[src/rtl/riscv_fwd_pkg.sv]
// ============================================================================
// Module      : riscv_fwd_pkg
// Description : Shared constants and the stage-record type for the EX-stage
//               forwarding control (select-code bit positions, x0 index,
//               {valid, rd, regwen} record used by the EX and WB trackers).
// Revision    : 1.0 - initial release
// ============================================================================
`default_nettype none

package riscv_fwd_pkg;

  // Bit positions inside the 2-bit asel/bsel select codes.
  localparam int ASEL_FWD_BIT = 1;  // forward wb_val onto the rs1 path
  localparam int ASEL_PC_BIT  = 0;  // ALU operand A takes PC
  localparam int BSEL_FWD_BIT = 1;  // forward wb_val onto the rs2 path
  localparam int BSEL_IMM_BIT = 0;  // ALU operand B takes the immediate

  // Architectural zero register; never a forwarding source.
  localparam int REG_X0 = 0;

  // Register index width of the default core configuration.
  localparam int REG_IDX_W = 5;

  // Per-stage tracking record. Bubbles are the all-zero record.
  typedef struct packed {
    logic                 valid;
    logic [REG_IDX_W-1:0] rd;
    logic                 regwen;
  } stage_rec_t;

endpackage

`default_nettype wire

[src/rtl/fwd_stage_reg.sv]
// ============================================================================
// Module      : fwd_stage_reg
// Description : One pipeline stage-record register with hold and bubble
//               controls. Bubble wins over hold so a redirect can squash a
//               frozen stage.
// Ports       : clk, rst    - clock, synchronous active-high reset
//               hold        - keep the current record
//               bubble      - load the all-zero (invalid) record
//               d           - record loaded when neither hold nor bubble
//               q           - registered record
// Revision    : 1.0 - initial release
// ============================================================================
`default_nettype none

import riscv_fwd_pkg::*;

module fwd_stage_reg #(
  parameter type REC_T = stage_rec_t
) (
  input  logic clk,
  input  logic rst,
  input  logic hold,
  input  logic bubble,
  input  REC_T d,
  output REC_T q
);

  REC_T rec_q;
  REC_T rec_d;

  always_comb begin
    rec_d = rec_q;
    if (bubble) begin
      rec_d = '0;
    end else if (!hold) begin
      rec_d = d;
    end
  end

  always_ff @(posedge clk) begin
    if (rst) begin
      rec_q <= '0;
    end else begin
      rec_q <= rec_d;
    end
  end

  assign q = rec_q;

endmodule

`default_nettype wire

[src/rtl/ex_fwd_ctrl.sv]
// ============================================================================
// Module      : ex_fwd_ctrl
// Description : Control side of the EX-stage forwarding mux for a 3-stage
//               (ID/EX/WB) core. Tracks the EX and WB occupants, and registers
//               the asel/bsel select codes at ID->EX capture so they are
//               stable for the whole EX cycle of their instruction.
// Ports       : clk, rst                  - clock, sync active-high reset
//               id_*                      - ID-stage register usage fields
//               stall, flush              - freeze EX/WB, bubble into EX
//               asel, bsel                - {forward, pc/imm} select codes
//               ex_*/wb_*                 - stage tracking state
//               fwd_a_cnt, fwd_b_cnt      - forwarding event counters
// Options     : FWD_PERF_CNT_EN - when defined, the forwarding event counters
//               are implemented; otherwise they read as zero.
// Revision    : 1.0 - initial release
// ============================================================================
`default_nettype none

import riscv_fwd_pkg::*;

module ex_fwd_ctrl #(
  parameter int XLEN_CNT  = 32,
  parameter int NREG_BITS = 5
) (
  input  logic                 clk,
  input  logic                 rst,
  input  logic                 id_valid,
  input  logic [NREG_BITS-1:0] id_rs1,
  input  logic [NREG_BITS-1:0] id_rs2,
  input  logic [NREG_BITS-1:0] id_rd,
  input  logic                 id_regwen,
  input  logic                 id_uses_rs1,
  input  logic                 id_uses_rs2,
  input  logic                 id_a_is_pc,
  input  logic                 id_b_is_imm,
  input  logic                 stall,
  input  logic                 flush,
  output logic [1:0]           asel,
  output logic [1:0]           bsel,
  output logic                 ex_valid,
  output logic [NREG_BITS-1:0] ex_rd,
  output logic                 ex_regwen,
  output logic                 wb_valid,
  output logic [NREG_BITS-1:0] wb_rd,
  output logic                 wb_regwen,
  output logic [XLEN_CNT-1:0]  fwd_a_cnt,
  output logic [XLEN_CNT-1:0]  fwd_b_cnt
);

  // Same layout as stage_rec_t, sized by this instance's NREG_BITS.
  typedef struct packed {
    logic                 valid;
    logic [NREG_BITS-1:0] rd;
    logic                 regwen;
  } rec_t;

  localparam logic [NREG_BITS-1:0] X0_IDX = NREG_BITS'(REG_X0);

  rec_t id_rec;
  rec_t ex_rec;
  rec_t wb_rec;
  logic ex_bubble;

  assign id_rec = '{valid: id_valid, rd: id_rd, regwen: id_regwen};

  // Flush squashes EX even while frozen; an empty ID slot only becomes a
  // bubble when the pipe actually advances.
  assign ex_bubble = flush | (~stall & ~id_valid);

  fwd_stage_reg #(.REC_T(rec_t)) u_ex_stage (
    .clk    (clk),
    .rst    (rst),
    .hold   (stall),
    .bubble (ex_bubble),
    .d      (id_rec),
    .q      (ex_rec)
  );

  // WB only ever holds or follows EX; it is never squashed.
  fwd_stage_reg #(.REC_T(rec_t)) u_wb_stage (
    .clk    (clk),
    .rst    (rst),
    .hold   (stall),
    .bubble (1'b0),
    .d      (ex_rec),
    .q      (wb_rec)
  );

  // --------------------------------------------------------------------------
  // Select codes. The current EX occupant is the one that will sit in WB
  // during the incoming instruction's EX cycle, so it is the forward source.
  // --------------------------------------------------------------------------
  logic       ex_is_writer;
  logic       fwd_a;
  logic       fwd_b;
  logic [1:0] asel_q, asel_d;
  logic [1:0] bsel_q, bsel_d;

  assign ex_is_writer = ex_rec.valid & ex_rec.regwen & (ex_rec.rd != X0_IDX);
  assign fwd_a        = id_uses_rs1 & ex_is_writer & (ex_rec.rd == id_rs1);
  assign fwd_b        = id_uses_rs2 & ex_is_writer & (ex_rec.rd == id_rs2);

  always_comb begin
    asel_d = asel_q;
    bsel_d = bsel_q;
    if (flush) begin
      asel_d = 2'b00;
      bsel_d = 2'b00;
    end else if (!stall) begin
      if (id_valid) begin
        asel_d[ASEL_FWD_BIT] = fwd_a;
        asel_d[ASEL_PC_BIT]  = id_a_is_pc;
        bsel_d[BSEL_FWD_BIT] = fwd_b;
        bsel_d[BSEL_IMM_BIT] = id_b_is_imm;
      end else begin
        asel_d = 2'b00;
        bsel_d = 2'b00;
      end
    end
  end

  always_ff @(posedge clk) begin
    if (rst) begin
      asel_q <= 2'b00;
      bsel_q <= 2'b00;
    end else begin
      asel_q <= asel_d;
      bsel_q <= bsel_d;
    end
  end

  assign asel      = asel_q;
  assign bsel      = bsel_q;
  assign ex_valid  = ex_rec.valid;
  assign ex_rd     = ex_rec.rd;
  assign ex_regwen = ex_rec.regwen;
  assign wb_valid  = wb_rec.valid;
  assign wb_rd     = wb_rec.rd;
  assign wb_regwen = wb_rec.regwen;

  // --------------------------------------------------------------------------
  // Forwarding event counters. An event is counted once, on the cycle its
  // instruction leaves EX, so a frozen EX entry is not counted repeatedly.
  // --------------------------------------------------------------------------
`ifdef FWD_PERF_CNT_EN
  logic [XLEN_CNT-1:0] fwd_a_cnt_q, fwd_a_cnt_d;
  logic [XLEN_CNT-1:0] fwd_b_cnt_q, fwd_b_cnt_d;

  always_comb begin
    fwd_a_cnt_d = fwd_a_cnt_q;
    fwd_b_cnt_d = fwd_b_cnt_q;
    if (!stall && ex_rec.valid) begin
      if (asel_q[ASEL_FWD_BIT]) fwd_a_cnt_d = fwd_a_cnt_q + XLEN_CNT'(1);
      if (bsel_q[BSEL_FWD_BIT]) fwd_b_cnt_d = fwd_b_cnt_q + XLEN_CNT'(1);
    end
  end

  always_ff @(posedge clk) begin
    if (rst) begin
      fwd_a_cnt_q <= '0;
      fwd_b_cnt_q <= '0;
    end else begin
      fwd_a_cnt_q <= fwd_a_cnt_d;
      fwd_b_cnt_q <= fwd_b_cnt_d;
    end
  end

  assign fwd_a_cnt = fwd_a_cnt_q;
  assign fwd_b_cnt = fwd_b_cnt_q;
`else
  assign fwd_a_cnt = '0;
  assign fwd_b_cnt = '0;
`endif

endmodule

`default_nettype wire

[config.mk]
export PLATFORM = sky130hd
export DESIGN_NAME = ex_fwd_ctrl
export DESIGN_NICKNAME = d
export VERILOG_FILES = /design/src/rtl/riscv_fwd_pkg.sv /design/src/rtl/fwd_stage_reg.sv /design/src/rtl/ex_fwd_ctrl.sv
export SDC_FILE = /design/constraint.sdc
export NUM_CORES = 1
export LEC_CHECK = 0
export BUFFER_PORTS_ARGS = -buffer_cell sky130_fd_sc_hd__buf_2
export CORE_MARGIN = 3
export CORE_UTILIZATION = 25
export CTS_BUF_LIST = sky130_fd_sc_hd__clkbuf_4 sky130_fd_sc_hd__clkbuf_8 sky130_fd_sc_hd__clkbuf_16
export DETAILED_ROUTE_END_ITERATION = 8
export GPL_ROUTABILITY_DRIVEN = 1
export GPL_TIMING_DRIVEN = 0
export RECOVER_POWER = 50
export SETUP_SLACK_MARGIN = 0.05
export SLEW_MARGIN = 20
export SYNTH_ARGS = -nofsm -noshare
export SYNTH_HDL_FRONTEND = slang
export SYNTH_SLANG_ARGS = --single-unit
[constraint.sdc]
create_clock -name clk -period 2.6 [get_ports clk]
set_input_delay 0.26 -clock clk [delete_from_list [all_inputs] [get_ports clk]]
set_output_delay 0.26 -clock clk [all_outputs]
set_load 0.03 [all_outputs]
==> metrics, run 1 <==
number of port buffers=41; Hold Vio Cnt, Final=0; DRC Markers=0; post-CTS setup buffer count=0; crit end category=flip-flop; # setup viols final=0; hold_buf cts=0; Max Cap Viol=0; TritonCTS buffer count=3; Root Buffer=clkbuf_8; Synth Warn #=0; First-pass DRT Iterations=4; Peak VDD IR=0.306 mV; nets@finish=276; Cell Pwr Density=419 nW/um^2; Worst-path clk slew=70 ps; DR vias=1,008; synthesized netlist cell count=142; largest net degree at the start of global routing=11; sequential-to-total area share from yosys stat=28.7%; CTS tree=built; Slew headroom=55.7%; post-synthesis register bit count=18; post-synth top area cell=buf_4; core area=4790 sq um; GR Overflow Total=0; crit-path max FO=10; die area=5910 sq um; setup TNS=0 ps; outcome=complete, no violations; Total GRT Usage=9.18%; top cells by area, synth=buf_4 (39%), dfxtp_1 (29%), mux2i_1 (10%); RSZ-0062 raised after global routing=false; Tot Pwr=756 uW; initial antenna violation count=0; Die W=76.9 microns; worst slew pin tran=665 ps; Syn-to-layout area delta=43.7%; Finished Core Util=37.7%; # fillers=505; Initial Util=26.2%; DP Cell Count=313; Core Rows=25; startpoint types=input port; later-pin clock latency in the skew report=250 ps; routed wire length=2740 microns; Worst EP arrival=1740 ps; Worst Setup Path Type=input port to flip-flop; global-route wire length before repair=4410 microns; syn_area_per_cell=8.85 sq um; Sink Count=18; WHS=198 ps; Final Max Slew Viols=0; mapped cell area=1260 sq um; final estimated routing congestion in global placement=0.755; Leak=1.03 nW; Unique masters post-synth=20; Synth top area share=38.8%; DR iter-0 viols=17; IO Count=107; Die Ht=76.9 microns; Tcrit/Tclk final=62.2%; vias in the first global route=932; share of cells above drive strength 1=40.6%; Fmax=618 MHz; Setup Skew=4.54 ps; worst hold path class=input port to flip-flop; wire length per cell=8.66 microns; Bufs on Longest Clock Path=2; H-tree Lvls=1; Final min period=1620 ps; Layout Cells excl Fill=316; number of antenna diodes=0; DR vias/cell=3.19; Post-DRT Antenna Nets=0; # resized after CTS=0; CP Data Required Time=2720 ps
## cells by family (layout without fill, tap and decap cells)
family | after synthesis | count (layout) | synth area share [%]
AND/OR/NAND/NOR | 25 | 25 | 9.56
XOR/XNOR | 10 | 10 | 6.97
flip-flops | 18 | 18 | 28.7
buffers and inverters | 68 | 112 | 39.9
multiplexers | 13 | 13 | 10.4
other | 1 | 64 | 0.299
AO/OA/AOI/OAI | 7 | 7 | 4.18
## synth_stat cells (all sizes together)
cell type / number
o21ai: 1
nand4: 2
mux2i: 13
nor2: 14
nor3: 2
nand3: 2
and4b: 1
a21oi: 1
a22oi: 2
or4: 1
dfxtp: 18
xnor2: 10
nor2b: 1
inv: 1
o31ai: 2
nand2: 2
conb: 1
buf: 67
o211ai: 1
## placed cells by master (no fill, tap or decap)
| cell | Yosys | routed |
|---|---|---|
| nor3_1 | 2 | 2 |
| nand3_1 | 2 | 2 |
| buf_4 | 65 | 64 |
| and4b_1 | 1 | 1 |
| nor2_1 | 14 | 14 |
| o211ai_2 | 1 | 1 |
| inv_1 | 1 | 1 |
| xnor2_1 | 10 | 10 |
| dfxtp_1 | 18 | 18 |
| clkbuf_8 | 0 | 3 |
| nand4_1 | 2 | 2 |
| nand2_1 | 2 | 2 |
| clkbuf_1 | 0 | 12 |
| o31ai_1 | 2 | 2 |
| nor2b_1 | 1 | 1 |
| mux2i_1 | 13 | 13 |
| or4_4 | 1 | 1 |
| a22oi_1 | 2 | 2 |
| a21oi_1 | 1 | 1 |
| conb_1 | 1 | 64 |
| buf_2 | 2 | 32 |
| o21ai_1 | 1 | 1 |
## critical path: stages
cell      delay [ps]
clkbuf_1         110
clkbuf_1         480
clkbuf_1         580
mux2i_1          260
nor2_1            50
## flip-flops by register name, indices dropped and copies added, names as in the netlist
name	count
bsel	2
asel	2
u_wb_stage.q	7
u_ex_stage.q	7
## stage by stage
step / worst slack (ps) / area, sq um
after floorplan: 1230 / 1490
after global placement: 1290 / 1780
after detailed placement: 1290 / 1780
after CTS: 1300 / 1820
after global routing: 847 / 1810
final: 982 / 1810
## area by class of cell
class | count | area [sq um] | share of cell area [%]
Multi-Input combinational cell | 119 | 631 | 34.9
Buffer | 67 | 493 | 27.3
Sequential cell | 18 | 360 | 20.0
Timing Repair Buffer | 41 | 193 | 10.7
Tap cell | 67 | 83.8 | 4.64
Clock buffer | 3 | 41.3 | 2.29
Inverter | 1 | 3.75 | 0.208
## power breakdown
group | switching [mW] | internal, mW | total [mW] | leakage (nW)
combinational | 0.175 | 0.101 | 0.276 | 0.858
sequential | 0.00649 | 0.281 | 0.288 | 0.146
clock | 0.0896 | 0.103 | 0.193 | 0.0216
## path summary, 6_finish.rpt
check / startpoint / end / slack, ps / depth (start not counted)
min: flush / asel[0]$_SDFFE_PP0N_ / 200 / 2
max: stall / u_ex_stage.q[2]$_SDFFE_PP0N_ / 980 / 5
min reg2reg: u_ex_stage.q[6]$_SDFFE_PP0N_ / u_ex_stage.q[6]$_SDFFE_PP0N_ / 480 / 2
max reg2reg: u_ex_stage.q[1]$_SDFFE_PP0N_ / asel[1]$_SDFFE_PP0N_ / 1300 / 3
## metal layers
| layer | wire (microns) | vias to the layer above | track usage (%) |
|---|---|---|---|
| met4 | 9 | 0 | 1.99 |
| met2 | 1340 | 57 | 15.5 |
| li1 | - | 549 | - |
| met5 | 0 | - | 0 |
| met3 | 283 | 2 | 3.52 |
| met1 | 1110 | 400 | 11.0 |
Note: power is estimated with default switching activity, not from simulation.
==> inputs of run 2 (changes only) <==
--- a/config.mk
+++ b/config.mk
@@ -5,6 +5,7 @@
 export SDC_FILE = /design/constraint.sdc
 export NUM_CORES = 1
 export LEC_CHECK = 0
+export ABC_AREA = 1
 export BUFFER_PORTS_ARGS = -buffer_cell sky130_fd_sc_hd__buf_2
 export CORE_MARGIN = 3
 export CORE_UTILIZATION = 25
==> constraint.sdc (replaced) <==
create_clock -name clk -period 1.5 [get_ports clk]
set_input_delay 0.15 -clock clk [delete_from_list [all_inputs] [get_ports clk]]
set_output_delay 0.15 -clock clk [all_outputs]
set_load 0.03 [all_outputs]
==> run 2 against run 1 <==
  * Count of clock-buffer cells in the layout stayed put
  * Sequential power increased by 75%
  * Core utilization is 0.92 points lower
  * Wire length is 17% higher
  * Global-route usage up 0.073 points
  * Design area grew 6.1%
  * First-iteration DRC count rose by 71%
  * Critical endpoint is now ex_rd[2]
  * Highest routed layer is now met3
==> metrics, run 2 <==
outcome=complete, no violations (unchanged); Comb power frac=38.0% (was 36.5%); Design Area, Final=1920 sq um (was 1810 sq um); slowest library cell on the worst path=dfxtp_1 (was clkbuf_1); synthesized netlist cell count=190 (was 142); top cells by area, synth=buf_4 (35%), dfxtp_1 (26%), nand2_1 (12%) (was buf_4 (39%), dfxtp_1 (29%), mux2i_1 (10%)); Setup Skew=2.63 ps (was 4.54 ps); CP Data Required Time=1350 ps (was 2720 ps); Synth Warn #=0 (unchanged); Async SR Flop Fraction=0% (unchanged); later-pin clock latency in the skew report=250 ps (about the same); Pint=849 uW (was 485 uW); H-tree Lvls=1 (unchanged); uppermost layer routed=met3 (was met4); Largest stage delay, worst path=440 ps (was 580 ps); met1 WL=1300 microns (was 1110 microns); multi-input logic area=644 sq um (was 631 sq um); syn_area_per_cell=7.18 sq um (was 8.85 sq um); IO Count=107 (unchanged); WP buf/inv=1 (was 3); DR iter-0 viols=29 (was 17); final estimated routing congestion in global placement=0.769 (was 0.755); Clock Power Share=24.7% (was 25.4%); DR vias=1,204 (was 1,008); core area=5200 sq um (was 4790 sq um); Root Buffer=clkbuf_8 (unchanged); setup TNS=0 ps (unchanged); nets@finish=324 (was 276); Final Max Slew Viols=0 (unchanged); Core Rows=26 (was 25); Worst-path clk slew=70 ps (about the same); Die Ht=79.9 microns (was 76.9 microns); post-CTS setup buffer count=0 (unchanged); First-pass DRT Iterations=4 (unchanged); Syn-to-layout area delta=40.5% (was 43.7%); post-synthesis register bit count=18 (unchanged); # setup viols final=0 (unchanged); hold_buf cts=0 (unchanged); most frequent cells in the layout=buf_4 (64), conb_1 (64), nand2_1 (42), buf_2 (40), dfxtp_1 (18) (was buf_4 (64), conb_1 (64), buf_2 (32), dfxtp_1 (18), nor2_1 (14)); crit-path max FO=6 (was 10); final worst setup slack=411 ps (was 982 ps); startpoint types=flip-flop (was input port); worst path cell trace=buf_2 (was clkbuf_1 -> clkbuf_1 -> clkbuf_1 -> mux2i_1 -> nor2_1); switch share=37.4% (was 35.9%); sequential fraction of design power=37.3% (was 38.0%); Post-DRT Antenna Nets=0 (unchanged); post-synth top area cell=buf_4 (unchanged); Post-DP Area=1890 sq um (was 1780 sq um); largest net degree at the start of global routing=11 (unchanged); Sink Count=18 (unchanged); Leak=1.14 nW (was 1.03 nW); Cell Pwr Density=708 nW/um^2 (was 419 nW/um^2); Synth top area share=35.2% (was 38.8%); Fmax=919 MHz; # fillers=586 (was 505); GR Overflow Total=0 (unchanged); number of port buffers=41 (unchanged); DRC Markers=0 (unchanged); Synth top cells by count=buf_4 (64), nand2_1 (42), dfxtp_1 (18) (was buf_4 (65), dfxtp_1 (18), nor2_1 (14)); Die W=79.9 microns (was 76.9 microns); DR vias/cell=3.28 (was 3.19); cell family with most CP delay=flip-flops (was buffers and inverters); WHS=140 ps (was 198 ps); DP Worst Slack=462 ps (was 1290 ps); Max Cap Viol=0 (unchanged); wire length per cell=8.70 microns (was 8.66 microns); vias in the first global route=1,042 (was 932); Bufs on Longest Clock Path=2 (unchanged); TritonCTS buffer count=3 (unchanged); Slew headroom=40.1% (was 55.7%); mapped cell area=1360 sq um (was 1260 sq um); number of antenna diodes=0 (unchanged); Final min period=1090 ps; Worst EP arrival=940 ps (was 1740 ps); worst slew pin tran=889 ps (was 665 ps); routed wire length=3190 microns (was 2740 microns); routed wl met2=1490 microns (was 1340 microns); number of synthesized flops with an enable pin=0 (unchanged); Sequential cell area=360 sq um (unchanged); RSZ-0062 raised after global routing=false (unchanged); worst hold path class=input port to flip-flop (unchanged); crit end category=output port (was flip-flop); Initial Util=26.2% (about the same); die area=6380 sq um (was 5910 sq um); count leader, synth=buf_4 (unchanged); switching pwr=507 uW (was 271 uW); Total GRT Usage=9.25% (was 9.18%); share of cells above drive strength 1=38.7% (was 40.6%); met3 wire len=397 microns (was 283 microns); Hold Vio Cnt, Final=0 (unchanged); Unique masters post-synth=23 (was 20); detailed placer's ending HPWL=2730 microns; global-route wire length before repair=4690 microns (was 4410 microns); # resized after CTS=0 (unchanged); sequential-to-total area share from yosys stat=26.4% (was 28.7%); Tcrit/Tclk final=72.6%; CTS tree=built (unchanged); Peak VDD IR=0.563 mV (was 0.306 mV); initial antenna violation count=0 (unchanged); Worst Setup Path Type=flip-flop to output port (was input port to flip-flop); prevailing post-synth register cell=dfxtp_1 (unchanged)
-- run 2: changes by cell type in the layout (fill, tap and decap cells not counted), moves of 3 or more --
cell,previous run,this run
nand2_1,2,42
a21oi_1,1,12
buf_2,32,40
xnor2_1,10,2
clkbuf_1,12,3
o21ai_0,0,3
a211oi_1,0,4
mux2i_1,13,0
inv_1,1,16
-- run 2: power by group through the flow --
stage               logic (mW)  clock network [mW]  registers (mW)
finish                   0.516               0.335           0.505
global route             0.552               0.367           0.508
CTS                      0.515               0.345           0.506
detailed placement       0.514                   0           0.516
global placement         0.513                   0           0.516
floorplan                0.415                   0           0.546
-- run 2: path summary, 6_finish.rpt --
| path | cells after the start | from | end | slack (ps) |
|---|---|---|---|---|
| max reg2reg | 8 | u_ex_stage.q[3]$_SDFFE_PP0N_ | bsel[1]$_SDFFE_PP0N_ | 410 |
| min | 3 | id_rd[4] | u_ex_stage.q[5]$_SDFFE_PP0N_ | 140 |
| max | 1 | u_ex_stage.q[3]$_SDFFE_PP0N_ | ex_rd[2] | 410 |
| min reg2reg | 2 | bsel[0]$_SDFFE_PP0N_ | bsel[0]$_SDFFE_PP0N_ | 470 |
-- run 2: cell families (layout without fill, tap and decap cells) --
logic type / after synthesis / in the layout / synth area share [%]
flops: 18 / 18 / 26.4
buf+inv: 86 / 130 / 42.6
xor+xnor: 3 / 3 / 1.93
other cells: 1 / 64 / 0.275
simple gates: 59 / 59 / 17.0
compound gates: 23 / 23 / 11.8
-- run 2: area by class of cell --
class / instances / share of cell area, %
Inverter: 18 / 3.53
Timing Repair Buffer: 41 / 10.5
Tap cell: 70 / 4.57
Clock buffer: 3 / 2.16
Sequential cell: 18 / 18.8
Buffer: 68 / 26.8
Multi-Input combinational cell: 149 / 33.6
-- run 2: per-stage QoR --
stage	utilization [%]	power [mW]	std cells
2_1_floorplan	-	0.961	253
3_3_place_gp	36.4	1.03	364
3_5_place_dp	36.4	1.03	364
4_1_cts	37.2	1.36	367
5_1_grt	36.8	1.43	367
6_report	36.8	1.36	367
-- run 2: layer usage --
metal	vias to the layer above	GRT usage [%]
met3	0	3.61
met2	63	16.2
met4	0	1.01
li1	666	-
met5	-	0
met1	475	11.0
